--- src/rtl/multicycle_control_pkg.sv ---
// rtl/multicycle_control_pkg.sv - shared state and datapath select codes for the multicycle control unit
package multicycle_control_pkg;

    typedef enum logic [3:0] {
        FETCH    = 4'd0,
        DECODE   = 4'd1,
        MEMADR   = 4'd2,
        MEMREAD  = 4'd3,
        MEMWB    = 4'd4,
        MEMWRITE = 4'd5,
        EXECR    = 4'd6,
        EXECI    = 4'd7,
        ALUWB    = 4'd8,
        BEQ      = 4'd9,
        JAL      = 4'd10,
        JALR     = 4'd11,
        JLINK    = 4'd12
    } state_t;

    localparam logic [2:0] ULA_ADD = 3'b000;
    localparam logic [2:0] ULA_SUB = 3'b001;
    localparam logic [2:0] ULA_AND = 3'b010;
    localparam logic [2:0] ULA_OR  = 3'b011;
    localparam logic [2:0] ULA_XOR = 3'b100;
    localparam logic [2:0] ULA_SLT = 3'b101;
    localparam logic [2:0] ULA_SRL = 3'b110;

    localparam logic [1:0] SRCA_PC    = 2'b00;
    localparam logic [1:0] SRCA_OLDPC = 2'b01;
    localparam logic [1:0] SRCA_RD1   = 2'b10;

    localparam logic [1:0] SRCB_RD2  = 2'b00;
    localparam logic [1:0] SRCB_IMM  = 2'b01;
    localparam logic [1:0] SRCB_FOUR = 2'b10;

    localparam logic [1:0] RES_ALUOUT    = 2'b00;
    localparam logic [1:0] RES_DATA      = 2'b01;
    localparam logic [1:0] RES_ALURESULT = 2'b10;

    localparam logic [1:0] IMM_I = 2'b00;
    localparam logic [1:0] IMM_S = 2'b01;
    localparam logic [1:0] IMM_B = 2'b10;
    localparam logic [1:0] IMM_J = 2'b11;

    localparam logic [6:0] OP_LOAD   = 7'b0000011;
    localparam logic [6:0] OP_STORE  = 7'b0100011;
    localparam logic [6:0] OP_RTYPE  = 7'b0110011;
    localparam logic [6:0] OP_ITYPE  = 7'b0010011;
    localparam logic [6:0] OP_BRANCH = 7'b1100011;
    localparam logic [6:0] OP_JAL    = 7'b1101111;
    localparam logic [6:0] OP_JALR   = 7'b1100111;

    localparam logic [6:0] F7_BASE = 7'b0000000;
    localparam logic [6:0] F7_ALT  = 7'b0100000;

    function automatic logic [1:0] imm_sel(input logic [6:0] op);
        case (op)
            OP_STORE:  return IMM_S;
            OP_BRANCH: return IMM_B;
            OP_JAL:    return IMM_J;
            default:   return IMM_I;
        endcase
    endfunction

endpackage

--- src/rtl/multicycle_control_ula.sv ---
// rtl/multicycle_control_ula.sv - ula_decoder: Funct3/Funct7 to ULAControl and instruction legality
module ula_decoder
    import multicycle_control_pkg::*;
(
    input  logic [6:0] op,
    input  logic [2:0] funct3,
    input  logic [6:0] funct7,
    output logic [2:0] ulacontrol,
    output logic       legal
);

    always_comb begin
        ulacontrol = ULA_ADD;
        legal      = 1'b0;
        case (op)
            OP_RTYPE: begin
                case (funct3)
                    3'b000: begin
                        if (funct7 == F7_BASE) begin
                            legal = 1'b1;
                        end else if (funct7 == F7_ALT) begin
                            ulacontrol = ULA_SUB;
                            legal      = 1'b1;
                        end
                    end
                    3'b111: begin ulacontrol = ULA_AND; legal = 1'b1; end
                    3'b110: begin ulacontrol = ULA_OR;  legal = 1'b1; end
                    3'b100: begin ulacontrol = ULA_XOR; legal = 1'b1; end
                    3'b010: begin ulacontrol = ULA_SLT; legal = 1'b1; end
                    3'b101: begin
                        // only logical right shift; the arithmetic form stays illegal
                        if (funct7 == F7_BASE) begin
                            ulacontrol = ULA_SRL;
                            legal      = 1'b1;
                        end
                    end
                    default: ;
                endcase
            end
            OP_ITYPE: begin
                case (funct3)
                    3'b000: legal = 1'b1;
                    3'b110: begin ulacontrol = ULA_OR;  legal = 1'b1; end
                    3'b111: begin ulacontrol = ULA_AND; legal = 1'b1; end
                    default: ;
                endcase
            end
            OP_LOAD, OP_STORE, OP_BRANCH, OP_JALR: legal = (funct3 == 3'b000);
            OP_JAL:  legal = 1'b1;
            default: ;
        endcase
    end

endmodule

--- src/rtl/multicycle_control.sv ---
// rtl/multicycle_control.sv - Moore FSM sequencing the multicycle datapath
module multicycle_control
    import multicycle_control_pkg::*;
(
    input  logic       clk,
    input  logic       reset,
    input  logic [6:0] OP,
    input  logic [2:0] Funct3,
    input  logic [6:0] Funct7,
    input  logic       Zero,
    input  logic       MemReady,
    output logic       PCWrite,
    output logic       IRWrite,
    output logic       RegWrite,
    output logic       MemWrite,
    output logic       AdrSrc,
    output logic [1:0] ULASrcA,
    output logic [1:0] ULASrcB,
    output logic [2:0] ULAControl,
    output logic [1:0] ResultSrc,
    output logic [1:0] ImmSrc,
    output logic       Illegal,
    output logic [3:0] State
);

    state_t     state_q, state_d;
    logic [2:0] dec_ula;
    logic       dec_legal;
    logic       pcupdate, branch;

    ula_decoder u_ula_decoder (
        .op         (OP),
        .funct3     (Funct3),
        .funct7     (Funct7),
        .ulacontrol (dec_ula),
        .legal      (dec_legal)
    );

    always_ff @(posedge clk or posedge reset) begin
        if (reset) begin
            state_q <= FETCH;
        end else begin
            state_q <= state_d;
        end
    end

    always_comb begin
        state_d = state_q;
        case (state_q)
            FETCH:    if (MemReady) state_d = DECODE;
            DECODE: begin
                if (!dec_legal) begin
                    state_d = FETCH;
                end else begin
                    case (OP)
                        OP_LOAD, OP_STORE: state_d = MEMADR;
                        OP_RTYPE:          state_d = EXECR;
                        OP_ITYPE:          state_d = EXECI;
                        OP_BRANCH:         state_d = BEQ;
                        OP_JAL:            state_d = JAL;
                        OP_JALR:           state_d = JALR;
                        default:           state_d = FETCH;
                    endcase
                end
            end
            MEMADR:   state_d = (OP == OP_LOAD) ? MEMREAD : MEMWRITE;
            MEMREAD:  if (MemReady) state_d = MEMWB;
            MEMWB:    state_d = FETCH;
            MEMWRITE: if (MemReady) state_d = FETCH;
            EXECR:    state_d = ALUWB;
            EXECI:    state_d = ALUWB;
            ALUWB:    state_d = FETCH;
            BEQ:      state_d = FETCH;
            JAL:      state_d = ALUWB;
            JALR:     state_d = JLINK;
            JLINK:    state_d = ALUWB;
            default:  state_d = FETCH;
        endcase
    end

    always_comb begin
        pcupdate   = 1'b0;
        branch     = 1'b0;
        IRWrite    = 1'b0;
        RegWrite   = 1'b0;
        MemWrite   = 1'b0;
        AdrSrc     = 1'b0;
        ULASrcA    = SRCA_PC;
        ULASrcB    = SRCB_RD2;
        ULAControl = ULA_ADD;
        ResultSrc  = RES_ALUOUT;
        ImmSrc     = imm_sel(OP);
        Illegal    = 1'b0;
        case (state_q)
            FETCH: begin
                ULASrcB   = SRCB_FOUR;
                ResultSrc = RES_ALURESULT;
                IRWrite   = MemReady;
                pcupdate  = MemReady;
            end
            DECODE: begin
                ULASrcA = SRCA_OLDPC;
                ULASrcB = SRCB_IMM;
                Illegal = !dec_legal;
            end
            MEMADR: begin
                ULASrcA = SRCA_RD1;
                ULASrcB = SRCB_IMM;
            end
            MEMREAD:  AdrSrc = 1'b1;
            MEMWB: begin
                ResultSrc = RES_DATA;
                RegWrite  = 1'b1;
            end
            MEMWRITE: begin
                AdrSrc   = 1'b1;
                MemWrite = 1'b1;
            end
            EXECR: begin
                ULASrcA    = SRCA_RD1;
                ULAControl = dec_ula;
            end
            EXECI: begin
                ULASrcA    = SRCA_RD1;
                ULASrcB    = SRCB_IMM;
                ULAControl = dec_ula;
            end
            ALUWB:    RegWrite = 1'b1;
            BEQ: begin
                ULASrcA    = SRCA_RD1;
                ULAControl = ULA_SUB;
                branch     = 1'b1;
            end
            JAL: begin
                pcupdate = 1'b1;
                ULASrcA  = SRCA_OLDPC;
                ULASrcB  = SRCB_FOUR;
            end
            JALR: begin
                ULASrcA   = SRCA_RD1;
                ULASrcB   = SRCB_IMM;
                ResultSrc = RES_ALURESULT;
                pcupdate  = 1'b1;
            end
            JLINK: begin
                ULASrcA = SRCA_OLDPC;
                ULASrcB = SRCB_FOUR;
            end
            default: ;
        endcase
        // reset must silence everything at once, even in FETCH where outputs are otherwise live
        if (reset) begin
            pcupdate   = 1'b0;
            branch     = 1'b0;
            IRWrite    = 1'b0;
            RegWrite   = 1'b0;
            MemWrite   = 1'b0;
            AdrSrc     = 1'b0;
            ULASrcA    = 2'b00;
            ULASrcB    = 2'b00;
            ULAControl = 3'b000;
            ResultSrc  = 2'b00;
            ImmSrc     = 2'b00;
            Illegal    = 1'b0;
        end
    end

    assign PCWrite = pcupdate | (branch & Zero);
    assign State   = state_q;

endmodule

--- config.mk ---
export PLATFORM = sky130hd
export DESIGN_NAME = multicycle_control
export DESIGN_NICKNAME = d
export VERILOG_FILES = /design/src/rtl/multicycle_control_pkg.sv /design/src/rtl/multicycle_control_ula.sv /design/src/rtl/multicycle_control.sv
export SDC_FILE = /design/constraint.sdc
export NUM_CORES = 1
export LEC_CHECK = 0
export CORE_ASPECT_RATIO = 0.7
export CORE_MARGIN = 3
export CORE_UTILIZATION = 36
export CTS_BUF_LIST = sky130_fd_sc_hd__clkbuf_8 sky130_fd_sc_hd__clkbuf_16
export DETAILED_ROUTE_END_ITERATION = 12
export PLACE_DENSITY_LB_ADDON = 0.3
export SLEW_MARGIN = 10
export SYNTH_ARGS = -nofsm -noshare
export SYNTH_HDL_FRONTEND = slang
export SYNTH_HIERARCHICAL = 1
export SYNTH_SLANG_ARGS = --single-unit
--- constraint.sdc ---
create_clock -name clk -period 1.3 [get_ports clk]
set_input_delay 0.195 -clock clk [delete_from_list [all_inputs] [get_ports clk]]
set_output_delay 0.195 -clock clk [all_outputs]
set_load 0.03 [all_outputs]
==> results of run 1 <==
[kinds of logic after synthesis]
kind of cell | count (synthesis)
buffers and inverters | 17
multiplexers | 1
XOR/XNOR | 5
flip-flops | 4
AO/OA/AOI/OAI | 36
AND/OR/NAND/NOR | 64
[metrics by stage]
step                      utilization  hold slack [ps]  TNS [ps]
after floorplan                     -            -16.4     -3360
after global placement          0.799              498     -9340
after detailed placement        0.799              508    -10230
==> results.py, run 1 <==
metrics = {
    "synthesis": {
        "yosysWarnings": 6,
        "synth_top_area_frac": 0.118,
        "yosysTopAreaCell": "dfrtp_1",
        "yosysMostFrequentCell": "nor2_1",
        "synthCells": 127,
        "synth_commonest_cells": "nor2_1, a21oi_1, nand2_1, nor3_1, inv_1",
        "ys_async_sr_fraction": 1.00,
        "syn_area_um2": 847,
        "avgSynthCellArea_um2": 6.67,
        "synth_compound_area_frac": 0.278,
        "yosys.area_share.simple": 0.458,
        "synth_top_family_by_area": "simple AND/OR/NAND/NOR gates",
        "synth-edff-count": 0,
        "ys_seq_area_frac": 0.118,
        "synthXorXnorAreaFrac": 0.0517,
        "synthAdderAreaFrac": 0,
        "synth_mux_area_frac": 0.0133,
        "synth.ff_latch_count": 4,
        "syn_nets": 148,
        "synthFlopType": "dfrtp_1",
        "synthTopCellsByArea": "dfrtp_1, nor2_1, a21oi_1",
        "synth_cell_types": 44,
    },
    "cts": {
        "clkSinkCount": 4,
        "cts_buffers": 3,
        "cts_hold_buffers": 0,
        "cts_resized": 115,
        "cts-root-buf": "clkbuf_8",
        "postCtsSetupBuffers": 20,
        "ctsHtreeMaxLevel": 1,
        "cts_buffer_depth": 2,
    },
    "die": {
        "ios": 42,
        "initial_core_util": 0.387,
        "rows": 14,
        "die_w_um": 64.0,
        "die_y_um": 46.6,
    },
    "placement": {
        "io_buffers": 41,
        "dp_cells": 238,
        "place_hpwl_mm": 2.89,
        "place_ws_ps": -1020,
        "dpl_cell_area_um2": 1750,
        "gp_congestion": 0.807,
    },
    "run_status": {
        "status": "did not finish",
        "stop_error": "[ERROR DPL-0033] detailed placement checks failed during check placement.",
        "lastStage": "clock tree synthesis",
    },
}
==> run 2: changes to the inputs <==
- CORE_AREA: not set -> 3 3 64 66
- CORE_ASPECT_RATIO: 0.7 -> not set
- CORE_MARGIN: 3 -> not set
- CORE_UTILIZATION: 36 -> not set
- CTS_BUF_LIST: sky130_fd_sc_hd__clkbuf_8 sky130_fd_sc_hd__clkbuf_16 -> not set
- DIE_AREA: not set -> 0 0 67 69
- PLACE_DENSITY_LB_ADDON: 0.3 -> 0.15
- clock period: 1.3 -> 1.7 ns (I/O delays scaled with it)
==> results.py, run 2 <==
metrics = {
    "setup_path": {
        "critical_path.max_fanout": 5,
        "crit-reg2reg-launch": "State[2]$_DFFE_PP0P_",
        "rr_endpoint": "State[2]$_DFFE_PP0P_",
        "crit_family": "buffers and inverters",
        "reg2reg_slack_ps": -20,
        "path_common_cell": "buf_4",
        "crit_slowest_cell": "a311o_1",
        "critical_path_buf_inv_count": 4,
        "critical_path_class": "input port to output port",
        "ff2ff_path_depth": 6,
        "required_ps": 1440,
        "cpPeakStageDelay_ps": 350,
        "crit_chain": "buf_8 > buf_6 > xor2_2 > nand2_1 > a211oi_2 > a311o_1 > buf_4 > nor4_4 > buf_4",
        "worst_setup_path_end_kind": "output port",
        "startpoint": "Funct3[1]",
        "startpoint_type": "input port",
        "worstPathArrival_ps": 1670,
    },
    "cts": {
        "clk_pin_slew_ps": 30,
        "cts_tree": "built",
        "clkSinkCount": 4,
        "cts_buffers": 3,
        "cts_buffer_depth": 2,
        "cts-root-buf": "clkbuf_8",
        "ctsHtreeMaxLevel": 1,
        "insertion_delay_ps": 220,
    },
    "sta": {
        "holdWs_ps": 499,
        "tns_ps": -798,
        "max_freq_ghz": 0.519,
        "tightest_slew_ps": 349,
        "finalHoldViolCount": 0,
        "slew_viol_final": 0,
        "max_slew_margin": 0.766,
        "setup_slack_ps": -226,
        "setup_viol": 10,
        "fin_skew_ps": 3.41,
        "finalCriticalPeriod_ps": 1930,
        "period_share": 1.13,
        "rsz0062_at_grt": "yes",
    },
    "die": {
        "die-area_um2": 4620,
        "die_w_um": 67,
        "die_y_um": 69,
        "rows": 22,
        "fp.coreArea_um2": 3630,
        "ios": 42,
        "initial_core_util": 0.233,
    },
    "layout": {
        "largest_reg_flops": 4,
        "num_antenna_cells": 0,
        "fin_nets": 250,
        "layout_commonest_cell": "buf_4",
        "syn2layout_area_growth_pct": 153,
        "final_cell_count_no_fill": 275,
        "fin_area_um2": 2140,
        "drive_above_1_share": 0.656,
        "layout_common_cells": "buf_4, buf_6, o21ai_0, nor2_1, a21oi_1",
    },
    "min_path": {
        "hp-start": "OP[4]",
        "worstHoldEndpoint": "State[2]$_DFFE_PP0P_",
        "worstHoldPathType": "input port to flop",
        "holdPathStages": 4,
    },
    "synthesis": {
        "synth_top_area_frac": 0.118,
        "avgSynthCellArea_um2": 6.67,
        "synthTopCellsByArea": "dfrtp_1, nor2_1, a21oi_1",
        "ys_seq_area_frac": 0.118,
        "syn_area_um2": 847,
        "synthFlopType": "dfrtp_1",
        "synthCells": 127,
        "yosysMostFrequentCell": "nor2_1",
        "synth-edff-count": 0,
        "synth_commonest_cells": "nor2_1, a21oi_1, nand2_1, nor3_1, inv_1",
        "yosysTopAreaCell": "dfrtp_1",
        "synth_cell_types": 44,
        "synth.ff_latch_count": 4,
        "ys_async_sr_fraction": 1.00,
        "yosysWarnings": 6,
        "syn_nets": 148,
    },
    "route": {
        "post_drt_wl_per_cell_um": 13.3,
        "via_per_inst": 5.12,
        "ant_nets": 0,
        "wl_mm": 3.65,
        "first_pass_iters": 4,
        "num_vias": 1409,
        "drt_iter0_markers": 59,
        "drc": 0,
    },
    "pwr": {
        "vdd_drop_max_mv": 0.190,
        "clkPwrFrac": 0.332,
        "seqPwrFrac": 0.166,
        "sw_frac_of_total": 0.331,
        "combinationalPowerShare": 0.502,
        "power_mw": 0.621,
        "power_leakage_nw": 0.953,
        "power_density_nw_per_um2": 290,
        "intPower_mw": 0.415,
        "switching_power_mw": 0.206,
    },
    "run_status": {
        "status": "finished, violations left",
        "violations": "setup timing",
    },
    "run": {
        "drv_cap": 0,
    },
    "global_route": {
        "grt_overflow": 0,
        "antenna_found_initial": 0,
        "grt_pass1_wl_mm": 6.16,
        "grtUsageTotal": 0.163,
        "grt_pass1_vias": 1422,
        "grt_max_degree": 12,
    },
    "placement": {
        "io_buffers": 41,
        "gp_congestion": 0.841,
        "dp_cells": 246,
        "dpl_cell_area_um2": 1640,
        "place_hpwl_mm": 2.57,
    },
}
-- run 2: final cells by class --
cell class	count	area, µm²
fillers	338	1490
repair buffers	106	970
multi-input cells	106	935
flip-flops and latches	4	105
well taps	48	60.1
clock buffers	3	41.3
inverters	8	33.8
-- run 2: per-layer routing --
| layer | share of wire | GRT usage |
|---|---|---|
| met2 | 0.54 | 0.287 |
| met4 | 0.017 | 0.0698 |
| met1 | 0.40 | 0.191 |
| met3 | 0.046 | 0.0179 |
| met5 | 0 | 0 |
-- run 2: cell families (layout without fill, tap and decap cells) --
logic type	count (synthesis)	in the layout	synth area share
buf+inv	17	117	0.0812
simple gates	64	64	0.458
compound gates	36	36	0.278
xor+xnor	5	5	0.0517
flops	4	4	0.118
mux	1	1	0.0133
-- run 2: worst reg2reg max path, cell delays in order (launching register included) --
cell,delay [ps]
dfrtp_2,450
buf_6,150
nor4b_4,290
buf_4,170
a41o_1,160
o211ai_1,80
a222oi_1,310
-- run 2: metrics by stage --
step	setup slack (ps)	utilization
2_1_floorplan	-106	-
3_3_place_gp	-691	0.451
3_5_place_dp	-738	0.451
4_1_cts	-192	0.540
5_1_grt	-301	0.590
6_report	-226	0.590
-- run 2: power by group through the flow --
stage	sequential, mW	combinational (mW)	clock [mW]
4_1_cts	0.101	0.289	0.207
2_1_floorplan	0.103	0.109	0
6_report	0.103	0.312	0.206
3_5_place_dp	0.104	0.258	0
3_3_place_gp	0.104	0.254	0
5_1_grt	0.104	0.337	0.220
-- run 2: worst max-delay path by stage --
stage                                 endpoint  slack [ps]  cells past startpoint
after CTS                              Illegal        -190                      8
final                                  Illegal        -230                      9
after detailed placement               Illegal        -740                      8
after global placement                 Illegal        -690                      8
after global routing      State[2]$_DFFE_PP0P_        -300                     10
after floorplan                        Illegal        -110                      6
-- run 2: what timing repair did --
action	CTS	global route
gates resized for setup	106	32
setup endpoints to repair	17	19
pin swaps	30	22
hold buffers	0	0
setup buffers	18	9
No activity file was read; power rests on OpenSTA's default activity.
==> run 3: changes to the inputs <==
- CTS_BUF_LIST: not set -> sky130_fd_sc_hd__clkbuf_4 sky130_fd_sc_hd__clkbuf_8 sky130_fd_sc_hd__clkbuf_16
==> results of run 3 <==
The final DEF is identical to that of run 2; final timing and power are the same.
==> run 4: changes to the inputs <==
- SLEW_MARGIN: 10 -> not set
==> results of run 4 <==
The final DEF is identical to that of run 2; final timing and power are the same.
